File: src/rtl/tx_word_arbiter_pkg.sv
// tx_word_arbiter_pkg: shared FSM encoding, default word width and round-robin wrap helper
package tx_word_arbiter_pkg;
  typedef enum logic [1:0] {
    IDLE       = 2'd0,
    WAIT_START = 2'd1,
    WAIT_END   = 2'd2
  } state_e;
  localparam int WORD_W_DEF = 32;
  function automatic int rr_wrap(input int a, input int n);
    return (a >= n) ? a - n : a;
  endfunction
endpackage

File: src/rtl/tx_word_arbiter_rr_picker.sv
// tx_word_arbiter_rr_picker: combinational round-robin pick; req_i/last_grant_i in, sel_o index and valid_o out
module tx_word_arbiter_rr_picker
  import tx_word_arbiter_pkg::*;
#(
  parameter int N = 3
) (
  input  logic [N-1:0]         req_i,
  input  logic [$clog2(N)-1:0] last_grant_i,
  output logic [$clog2(N)-1:0] sel_o,
  output logic                 valid_o
);
  localparam int IW = $clog2(N);
  // scan farthest-first so the nearest requester after last_grant_i overwrites the rest
  always_comb begin
    sel_o   = '0;
    valid_o = 1'b0;
    for (int k = N; k >= 1; k--)
      if (req_i[IW'(rr_wrap(int'(last_grant_i) + k, N))]) begin
        sel_o   = IW'(rr_wrap(int'(last_grant_i) + k, N));
        valid_o = 1'b1;
      end
  end
endmodule

File: src/rtl/tx_word_arbiter.sv
// tx_word_arbiter: round-robin share of one word serializer; req/req_data in, ack/word_ready/word_out/busy/grant_id/err_timeout out
module tx_word_arbiter
  import tx_word_arbiter_pkg::*;
#(
  parameter int N_REQ         = 3,
  parameter int WORD_W        = WORD_W_DEF,
  parameter int START_TIMEOUT = 16
) (
  input  logic                      clk,
  input  logic                      rst,
  input  logic [N_REQ-1:0]          req,
  input  logic [N_REQ*WORD_W-1:0]   req_data,
  output logic [N_REQ-1:0]          ack,
  output logic                      word_ready,
  output logic [WORD_W-1:0]         word_out,
  input  logic                      sending_word,
  output logic                      busy,
  output logic [$clog2(N_REQ)-1:0]  grant_id,
  output logic                      err_timeout
);
  localparam int IW = $clog2(N_REQ);
  localparam int CW = $clog2(START_TIMEOUT + 1);
  state_e             state_q, state_d;
  logic [IW-1:0]      last_q, last_d, grant_q, grant_d, sel;
  logic               sel_vld;
  logic [CW-1:0]      cnt_q, cnt_d;
  logic [N_REQ-1:0]   ack_q, ack_d;
  logic               wr_q, wr_d, err_q, err_d;
  logic [WORD_W-1:0]  word_q, word_d;

  tx_word_arbiter_rr_picker #(.N(N_REQ)) u_pick (
    .req_i       (req),
    .last_grant_i(last_q),
    .sel_o       (sel),
    .valid_o     (sel_vld)
  );

  // the pointer only advances once the granted word is finished or dropped
  always_comb begin
    state_d = state_q;
    last_d  = last_q;
    grant_d = grant_q;
    cnt_d   = cnt_q;
    ack_d   = '0;
    wr_d    = 1'b0;
    word_d  = word_q;
    err_d   = err_q;
    case (state_q)
      IDLE:
        if (sel_vld) begin
          state_d = WAIT_START;
          grant_d = sel;
          ack_d   = N_REQ'(1) << sel;
          wr_d    = 1'b1;
          word_d  = req_data[int'(sel)*WORD_W +: WORD_W];
          cnt_d   = '0;
        end
      WAIT_START:
        if (sending_word) state_d = WAIT_END;
        else if (cnt_q == CW'(START_TIMEOUT - 1)) begin
          err_d   = 1'b1;
          last_d  = grant_q;
          state_d = IDLE;
        end else cnt_d = cnt_q + CW'(1);
      WAIT_END:
        if (!sending_word) begin
          last_d  = grant_q;
          state_d = IDLE;
        end
      default: state_d = IDLE;
    endcase
  end

  always_ff @(posedge clk)
    if (rst) begin
      state_q <= IDLE;
      last_q  <= IW'(N_REQ - 1);
      grant_q <= '0;
      cnt_q   <= '0;
      ack_q   <= '0;
      wr_q    <= 1'b0;
      word_q  <= '0;
      err_q   <= 1'b0;
    end else begin
      state_q <= state_d;
      last_q  <= last_d;
      grant_q <= grant_d;
      cnt_q   <= cnt_d;
      ack_q   <= ack_d;
      wr_q    <= wr_d;
      word_q  <= word_d;
      err_q   <= err_d;
    end

  assign ack         = ack_q;
  assign word_ready  = wr_q;
  assign word_out    = word_q;
  assign busy        = state_q != IDLE;
  assign grant_id    = grant_q;
  assign err_timeout = err_q;
endmodule

File: config.mk
export PLATFORM = sky130hd
export DESIGN_NAME = tx_word_arbiter
export DESIGN_NICKNAME = d
export VERILOG_FILES = /design/src/rtl/tx_word_arbiter_pkg.sv /design/src/rtl/tx_word_arbiter_rr_picker.sv /design/src/rtl/tx_word_arbiter.sv
export SDC_FILE = /design/constraint.sdc
export NUM_CORES = 1
export LEC_CHECK = 0
export BUFFER_PORTS_ARGS = -buffer_cell sky130_fd_sc_hd__buf_4
export CELL_PAD_IN_SITES_DETAIL_PLACEMENT = 2
export CELL_PAD_IN_SITES_GLOBAL_PLACEMENT = 2
export CORE_MARGIN = 5
export CORE_UTILIZATION = 24
export DETAILED_ROUTE_END_ITERATION = 12
export PLACE_DENSITY = 0.82
export SYNTH_ARGS = -nofsm -noshare
export SYNTH_HDL_FRONTEND = slang
export SYNTH_HIERARCHICAL = 1
export SYNTH_SLANG_ARGS = --single-unit
File: constraint.sdc
create_clock -name clk -period 2.6 [get_ports clk]
set_input_delay 0.13 -clock clk [delete_from_list [all_inputs] [get_ports clk]]
set_output_delay 0.13 -clock clk [all_outputs]
set_load 0.1 [all_outputs]
==> results of run 1 <==
-- flip-flops by register name, indices dropped and copies added, names as in the netlist --
signal / count
state_q: 2
word_ready: 1
last_q: 2
grant_id: 2
cnt_q: 5
word_out: 32
ack: 3
err_timeout: 1
-- cell families after synthesis --
family / Yosys count
AOI/OAI and AO/OA: 114
xor gates and xnor gates: 1
adders and majority gates: 6
and+or+nand+nor: 55
buffers and inverters: 34
muxes: 34
DFF: 48
-- critical path, delay by kind of cell (launching register included) --
kind | cells | cell delay (ns)
compound gates | 4 | 0.73
buf+inv | 2 | 0.37
mux | 2 | 0.51
fa+ha+maj | 1 | 0.28
flops | 1 | 0.38
-- power breakdown --
| part | switching, mW | internal, mW | leakage [nW] | total (mW) |
|---|---|---|---|---|
| Combinational | 0.946 | 0.380 | 1.33 | 1.33 |
| Clock | 0.270 | 0.218 | 0.0516 | 0.489 |
| Sequential | 0.0568 | 0.829 | 0.396 | 0.886 |
-- through the flow --
step	worst slack, ns	setup TNS (ns)
finish	0.208	0
global route	-0.00247	-0.00247
CTS	0.116	0
detailed placement	0.151	0
global placement	0.296	0
floorplan	0.286	0
-- cell type report --
cell class | instances | area, µm² | share of cell area, %
Clock inverter | 2 | 13.8 | 0.351
Timing Repair Buffer | 153 | 1160 | 29.5
Sequential cell | 48 | 961 | 24.5
Tap cell | 140 | 175 | 4.47
Clock buffer | 6 | 82.6 | 2.11
Multi-Input combinational cell | 210 | 1500 | 38.4
Inverter | 7 | 26.3 | 0.670
-- cells in the mapped netlist, types with 2 or more instances --
| cell type | n |
|---|---|
| buf_2 | 5 |
| or3b_1 | 2 |
| nor3b_1 | 2 |
| nand3_1 | 7 |
| inv_1 | 7 |
| mux2i_1 | 33 |
| ha_1 | 6 |
| a2bb2oi_1 | 30 |
| or3_1 | 2 |
| or4b_1 | 2 |
| nor2b_1 | 4 |
| and3_1 | 2 |
| clkbuf_1 | 20 |
| o21ai_0 | 33 |
| a21oi_1 | 35 |
| dfxtp_1 | 48 |
| nor3_1 | 2 |
| nand2b_1 | 4 |
| o211ai_1 | 4 |
| nand3b_1 | 2 |
| nand2_1 | 9 |
| nor2_1 | 9 |
| nor4bb_1 | 3 |
-- worst paths after layout --
kind	from	to	slack, ns	depth (start not counted)
worst min register to register	err_timeout$_SDFFE_PP0P_	err_timeout$_SDFFE_PP0P_	0.49	2
worst max register to register	last_q[0]$_SDFFE_PP0P_	word_out[25]$_SDFFE_PP0P_	0.21	9
worst max-delay path	last_q[0]$_SDFFE_PP0P_	word_out[25]$_SDFFE_PP0P_	0.21	9
worst min-delay path	req_data[72]	word_out[8]$_SDFFE_PP0P_	0.08	3
-- what timing repair did --
action,in CTS,in global routing
resized for setup,0,4
setup endpoints to repair,0,27
buffers inserted,0,0
-- placed cells by master, fill, tap and decap left out, drive strengths merged, types with 7 or more instances in the layout --
cell type  instances
o21ai             34
buf              153
nand3              7
nor2               9
a2bb2oi           30
inv                8
dfxtp             48
a21oi             35
nand2              9
mux2i             33
-- metal layers --
metal	share of wire, %	vias to the layer above
met5	0	-
met2	52	83
li1	-	1349
met1	40	1321
met4	1.1	0
met3	6.3	8
==> impl_metrics.py, run 1 <==
metrics = {
    "run_status": {
        "status": "completed",
    },
    "layout": {
        "syn_to_final_growth_pct": 51.2,
        "insertedDiodeCount": 0,
        "n_fill_cell": 1250,
        "fin_cells": 566,
        "final_area_um2": 3920,
        "final_layout_size_suffix_gt1_share_pct": 39.7,
        "post-route-util_pct": 36.6,
        "finalNetCount": 533,
    },
    "global_route": {
        "globalRouteMet2Util_pct": 28.3,
        "groute.layer.met1.usage_pct": 16.7,
        "grt.met3_usage_pct": 4.19,
        "wire_length_of_the_first_global_routing_pass_mm": 15.7,
        "antenna_violations_before_repair": 0,
        "grt_overflow": 0,
        "track_usage_pct": 15.0,
        "via_count_of_the_first_global_routing_pass": 3160,
        "top_usage_layer": "met2",
        "grt_max_degree": 43,
    },
    "clock_tree": {
        "root_buffer": "clkbuf_8",
        "ctsLongestPathBuffers": 2,
        "cts_made_buffers": 5,
        "clock_sinks": 48,
        "clk_pin_slew_ns": 0.10,
        "worst_skew_late_latency_ns": 0.30,
        "cts_tree": "yes",
        "post_cts_hold_buffer_count": 0,
        "cts_htree_levels": 2,
    },
    "power_and_ir_drop": {
        "vdd.ir_drop.worst_v": 0.000272,
        "leakagePower_nw": 1.78,
        "power.density_nw_per_um2": 689,
        "p_total_mw": 2.70,
    },
    "critical_path": {
        "cp_data_required_time_ns": 2.78,
        "worstPathArrival_ns": 2.58,
        "crit_fanout": 12,
        "cp_slowest_cell": "dfxtp_1",
        "path_class": "reg2reg",
        "critPathMaxStageDelay_ns": 0.38,
        "timing.critical_path.cells": "inv_1 > ha_1 > o21ai_0 > a221oi_1 > mux2_4 > buf_4 > mux2i_1 > a2bb2oi_1 > a21oi_1",
        "setup.worst_path.start_class": "flip-flop",
        "timing.critical_path.to_type": "flip-flop",
    },
    "timing": {
        "setup_violations": 0,
        "transition_time_at_the_pin_with_the_least_slew_margin_ns": 0.675,
        "fin_skew_ns": 0.0103,
        "drv_slew": 0,
        "finalHoldViolations": 0,
        "max_slew_margin_pct": 54.9,
        "period_minus_slack_ns": 2.39,
        "period_share_pct": 92.0,
        "holdWs_ns": 0.0816,
        "fmaxAchievable_mhz": 418,
        "grt_setup_unrepaired": "true",
    },
    "place": {
        "gp_congestion": 0.767,
        "post-dp-hpwl_mm": 7.75,
        "placement.io_buffers": 141,
        "numPlacedInstances": 558,
        "placed_area_um2": 3810,
    },
    "logic_synthesis": {
        "cell_count_after_synthesis": 292,
        "synth_compound_area_share_pct": 28.8,
        "synth-adder-area-share_pct": 2.90,
        "count_of_flip_flops_with_a_built_in_enable_after_synthesis": 0,
        "synth-async-reset-ratio_pct": 0,
        "synth_top_cells_by_area": "dfxtp_1 (37%), mux2i_1 (13%), a2bb2oi_1 (10%), a21oi_1 (6.8%), o21ai_0 (6.4%)",
        "postSynthNetCount": 400,
        "ys.flop_type": "dfxtp_1",
        "largest_family_of_logic_cells_by_synthesized_area": "compound AO/OA/AOI/OAI gates",
        "netlist_area_um2": 2590,
        "synth_unique_cells": 44,
        "synth_area_leader_cell": "dfxtp_1",
        "post_synth_mux_area_share_pct": 13.2,
        "post_synth_xor_xnor_area_pct": 0.338,
        "synth.yosys.warnings": 6,
        "average_instance_area_after_synthesis_um2": 8.88,
        "synth_simple_gate_area_share_pct": 12.3,
        "yosys_register_bits": 48,
        "portion_of_the_post_synthesis_area_used_by_sequential_elements_pct": 37.1,
        "synth_top_area_share_pct": 37.1,
    },
    "routing": {
        "routedWlPerCell_um": 17.5,
        "total_drc_errors_in_the_routed_layout": 0,
        "ant_nets": 0,
        "avgViaCountPerCell": 4.88,
        "drt_iter0_drc": 65,
        "routed-via-count": 2761,
        "drt-pass1-iter-count": 6,
        "drt-total-wl_mm": 9.89,
    },
    "die": {
        "die_footprint_um2": 13000,
        "floorplan.die.height_um": 114,
        "coreArea_um2": 10700,
        "floorplan.initialDensity_pct": 24.2,
        "num_io_pins": 142,
        "num_rows": 38,
        "floorplan.die.width_um": 114,
    },
    "worst_hold_path": {
        "holdCritPathClass": "in2reg",
    },
    "job": {
        "drv_cap": 0,
    },
}
No activity file was read; power rests on OpenSTA's default activity.
==> run 2, diff against run 1 <==
- ABC_AREA: not set -> 1
- CORE_UTILIZATION: 24 -> 22
- CTS_CLUSTER_DIAMETER: not set -> 50
- PLACE_DENSITY: 0.82 -> not set
- PLACE_DENSITY_LB_ADDON: not set -> 0.1
==> run 2 against run 1 <==
Against the previous run:
- global-route usage is 1.5 points higher
- clock skew fell by 0.0010 ns
- clock power grew 38%
- via count increased by 12%
- setup slack improved by 0.069 ns
- synthesized cell count up 32%
- core utilization fell by 2.2 points
- die area increased by 9.0%
==> impl_metrics.py, run 2 <==
metrics = {
    "layout": {
        "post-route-util_pct": 34.5,
        "most_frequent_cells_in_the_layout": "buf_4 (151), nor2_1 (74), a21oi_1 (68)",
        "most_common_cell_after_layout_fill_and_taps_aside": "buf_4",
        "largest_reg_flops": 32,
        "syn_to_final_growth_pct": 52.0,
        "final_layout_size_suffix_gt1_share_pct": 34.0,
        "finalNetCount": 628,
        "insertedDiodeCount": 0,
    },
    "logic_synthesis": {
        "average_instance_area_after_synthesis_um2": 6.77,
        "postSynthNetCount": 494,
        "yosys_register_bits": 48,
        "cell_count_after_synthesis": 386,
        "synth_top_cells_by_area": "dfxtp_1 (37%), a21oi_1 (13%), o21ai_0 (11%), nor2_1 (11%), nand2_1 (6.0%)",
        "netlist_area_um2": 2610,
        "synth.yosys.warnings": 6,
        "synth-async-reset-ratio_pct": 0,
        "yosys.cell_count.top_type": "nor2_1",
        "synth_top_area_share_pct": 36.8,
        "count_of_flip_flops_with_a_built_in_enable_after_synthesis": 0,
        "ys.flop_type": "dfxtp_1",
        "synth_area_leader_cell": "dfxtp_1",
        "synth_unique_cells": 26,
        "yosys-top-cells-count": "nor2_1 (74), a21oi_1 (69), o21ai_0 (58), dfxtp_1 (48), nand2_1 (42)",
        "portion_of_the_post_synthesis_area_used_by_sequential_elements_pct": 36.8,
    },
    "critical_path": {
        "timing.critical_path.to_type": "flip-flop",
        "crit-reg2reg-capture": "word_out[8]$_SDFFE_PP0P_",
        "timing.critical_path.buf_inv": 3,
        "path_class": "reg2reg",
        "rrSetupSlack_ns": 0.28,
        "worstReg2RegStart": "last_q[1]$_SDFFE_PP1P_",
        "crit_top_cell": "nand2_1",
        "reg2regPathDepth": 13,
        "timing.critical_path.cells": "inv_1 > ha_2 > inv_6 > nand2_2 > nand2_2 > a21boi_2 > nand3_1 > nand2_1 > buf_4 > nand2_1 > nand2_1 > nand3_1 > a21oi_1",
        "critPathMaxStageDelay_ns": 0.44,
        "cp_data_required_time_ns": 2.82,
        "crit_fanout": 21,
        "cp_slowest_cell": "ha_2",
        "worstPathArrival_ns": 2.55,
        "setup.worst_path.start_class": "flip-flop",
        "critical_path.top_delay_family": "simple AND/OR/NAND/NOR gates",
    },
    "routing": {
        "avgViaCountPerCell": 4.67,
        "total_drc_errors_in_the_routed_layout": 0,
        "drt-pass1-iter-count": 4,
        "drt-total-wl_mm": 11.6,
        "drt_iter0_drc": 66,
        "routedWlPerCell_um": 17.4,
        "ant_nets": 0,
        "routed-via-count": 3104,
    },
    "global_route": {
        "grt_overflow": 0,
        "via_count_of_the_first_global_routing_pass": 3541,
        "grt_max_degree": 36,
        "antenna_violations_before_repair": 0,
        "track_usage_pct": 16.5,
        "wire_length_of_the_first_global_routing_pass_mm": 18.9,
    },
    "worst_hold_path": {
        "min-delay-start": "rst",
        "hold_path_end": "state_q[0]$_SDFFE_PP0P_",
        "hold_depth": 2,
        "holdCritPathClass": "in2reg",
    },
    "clock_tree": {
        "root_buffer": "clkbuf_16",
        "cts_post_setup_buffers_inserted": 0,
        "cts_htree_levels": 2,
        "ctsLongestPathBuffers": 2,
        "cts_resized": 0,
        "post_cts_hold_buffer_count": 0,
        "cts_tree": "yes",
        "worst_skew_late_latency_ns": 0.30,
        "clock_sinks": 48,
        "clk_pin_slew_ns": 0.07,
        "cts_made_buffers": 5,
    },
    "timing": {
        "drv_slew": 0,
        "grt_setup_unrepaired": "false",
        "max_slew_margin_pct": 64.1,
        "finalHoldViolations": 0,
        "final.setup.worst_slack_ns": 0.276,
        "setup_violations": 0,
        "period_minus_slack_ns": 2.32,
        "tns_ns": 0,
        "transition_time_at_the_pin_with_the_least_slew_margin_ns": 0.537,
        "fmaxAchievable_mhz": 430,
        "fin_skew_ns": 0.00930,
        "period_share_pct": 89.4,
    },
    "power_and_ir_drop": {
        "internal_power_mw": 1.68,
        "switching_share_pct": 49.8,
        "power.density_nw_per_um2": 842,
        "leakagePower_nw": 1.86,
        "sequentialPowerShare_pct": 27.6,
        "p_comb_share_pct": 52.2,
        "vdd.ir_drop.worst_v": 0.000336,
        "power_switching_mw": 1.67,
        "power.clock.fraction_pct": 20.3,
    },
    "die": {
        "num_rows": 39,
        "floorplan.initialDensity_pct": 22.7,
        "floorplan.die.width_um": 119,
        "die_footprint_um2": 14200,
        "floorplan.die.height_um": 119,
        "num_io_pins": 142,
        "coreArea_um2": 11500,
    },
    "place": {
        "post-dp-hpwl_mm": 8.79,
        "post-place-ws_ns": 0.154,
        "placement.io_buffers": 141,
        "gp_congestion": 0.771,
    },
    "job": {
        "drv_cap": 0,
    },
    "run_status": {
        "status": "completed",
    },
}
-- run 2: layout make-up --
| cell class | instances | area [µm²] |
|---|---|---|
| clock buffers | 8 | 146 |
| fillers | 1424 | 7550 |
| inverters | 22 | 90.1 |
| multi-input cells | 290 | 1420 |
| flip-flops and latches | 48 | 961 |
| well taps | 143 | 179 |
| repair buffers | 153 | 1170 |
-- run 2: layer usage --
metal	share of wire, %	up-vias	GRT usage [%]
li1	-	1552	-
met1	44	1476	20.6
met2	49	68	28.3
met3	5.9	8	5.36
met4	0.62	0	2.61
met5	0	-	0
-- run 2: how the worst max path moves through the flow --
stage / startpoint / endpoint / slack (ns) / depth (start not counted)
2_1_floorplan: last_q[0]$_SDFFE_PP0P_ / word_out[0]$_SDFFE_PP0P_ / 0.53 / 13
3_3_place_gp: last_q[1]$_SDFFE_PP1P_ / word_out[21]$_SDFFE_PP0P_ / 0.30 / 12
3_5_place_dp: last_q[1]$_SDFFE_PP1P_ / word_out[30]$_SDFFE_PP0P_ / 0.15 / 12
4_1_cts: last_q[1]$_SDFFE_PP1P_ / word_out[30]$_SDFFE_PP0P_ / 0.12 / 12
5_1_grt: last_q[1]$_SDFFE_PP1P_ / word_out[5]$_SDFFE_PP0P_ / 0.003 / 13
6_report: last_q[1]$_SDFFE_PP1P_ / word_out[8]$_SDFFE_PP0P_ / 0.28 / 13
-- run 2: cells by family (layout without fill, tap and decap cells) --
group                      count (synthesis)  count (layout)  share of synthesized area (%)
and+or+nand+nor                          149             149                           24.6
AOI/OAI and AO/OA                        135             135                           26.3
DFF                                       48              48                           36.8
buffers and inverters                     48             183                           9.39
adders and majority gates                  6               6                           2.87
-- run 2: metrics by stage --
stage / area [µm²] / instances / hold WS, ns / power, mW
2_1_floorplan: 2610 / 386 / 0.284 / 2.21
3_3_place_gp: 3820 / 656 / 0.378 / 2.68
3_5_place_dp: 3820 / 656 / 0.394 / 2.70
4_1_cts: 3970 / 664 / 0.0791 / 3.40
5_1_grt: 3970 / 664 / 0.0922 / 3.54
6_report: 3970 / 664 / 0.0852 / 3.34
-- run 2: worst register-to-register path, stage by stage, from the launching register on --
cell and delay [ns]:
dfxtp_1 0.37, inv_1 0.08, ha_2 0.44, inv_6 0.07, nand2_2 0.06, nand2_2 0.06, a21boi_2 0.15, nand3_1 0.09
nand2_1 0.23, buf_4 0.32, nand2_1 0.09, nand2_1 0.08, nand3_1 0.07, a21oi_1 0.15
-- run 2: power by group through the flow --
| stage | Sequential, mW | Clock [mW] | Combinational, mW |
|---|---|---|---|
| 2_1_floorplan | 1.72 | 0 | 0.481 |
| 3_3_place_gp | 0.933 | 0 | 1.74 |
| 3_5_place_dp | 0.938 | 0 | 1.76 |
| 4_1_cts | 0.925 | 0.710 | 1.77 |
| 5_1_grt | 0.938 | 0.738 | 1.86 |
| 6_report | 0.922 | 0.677 | 1.74 |
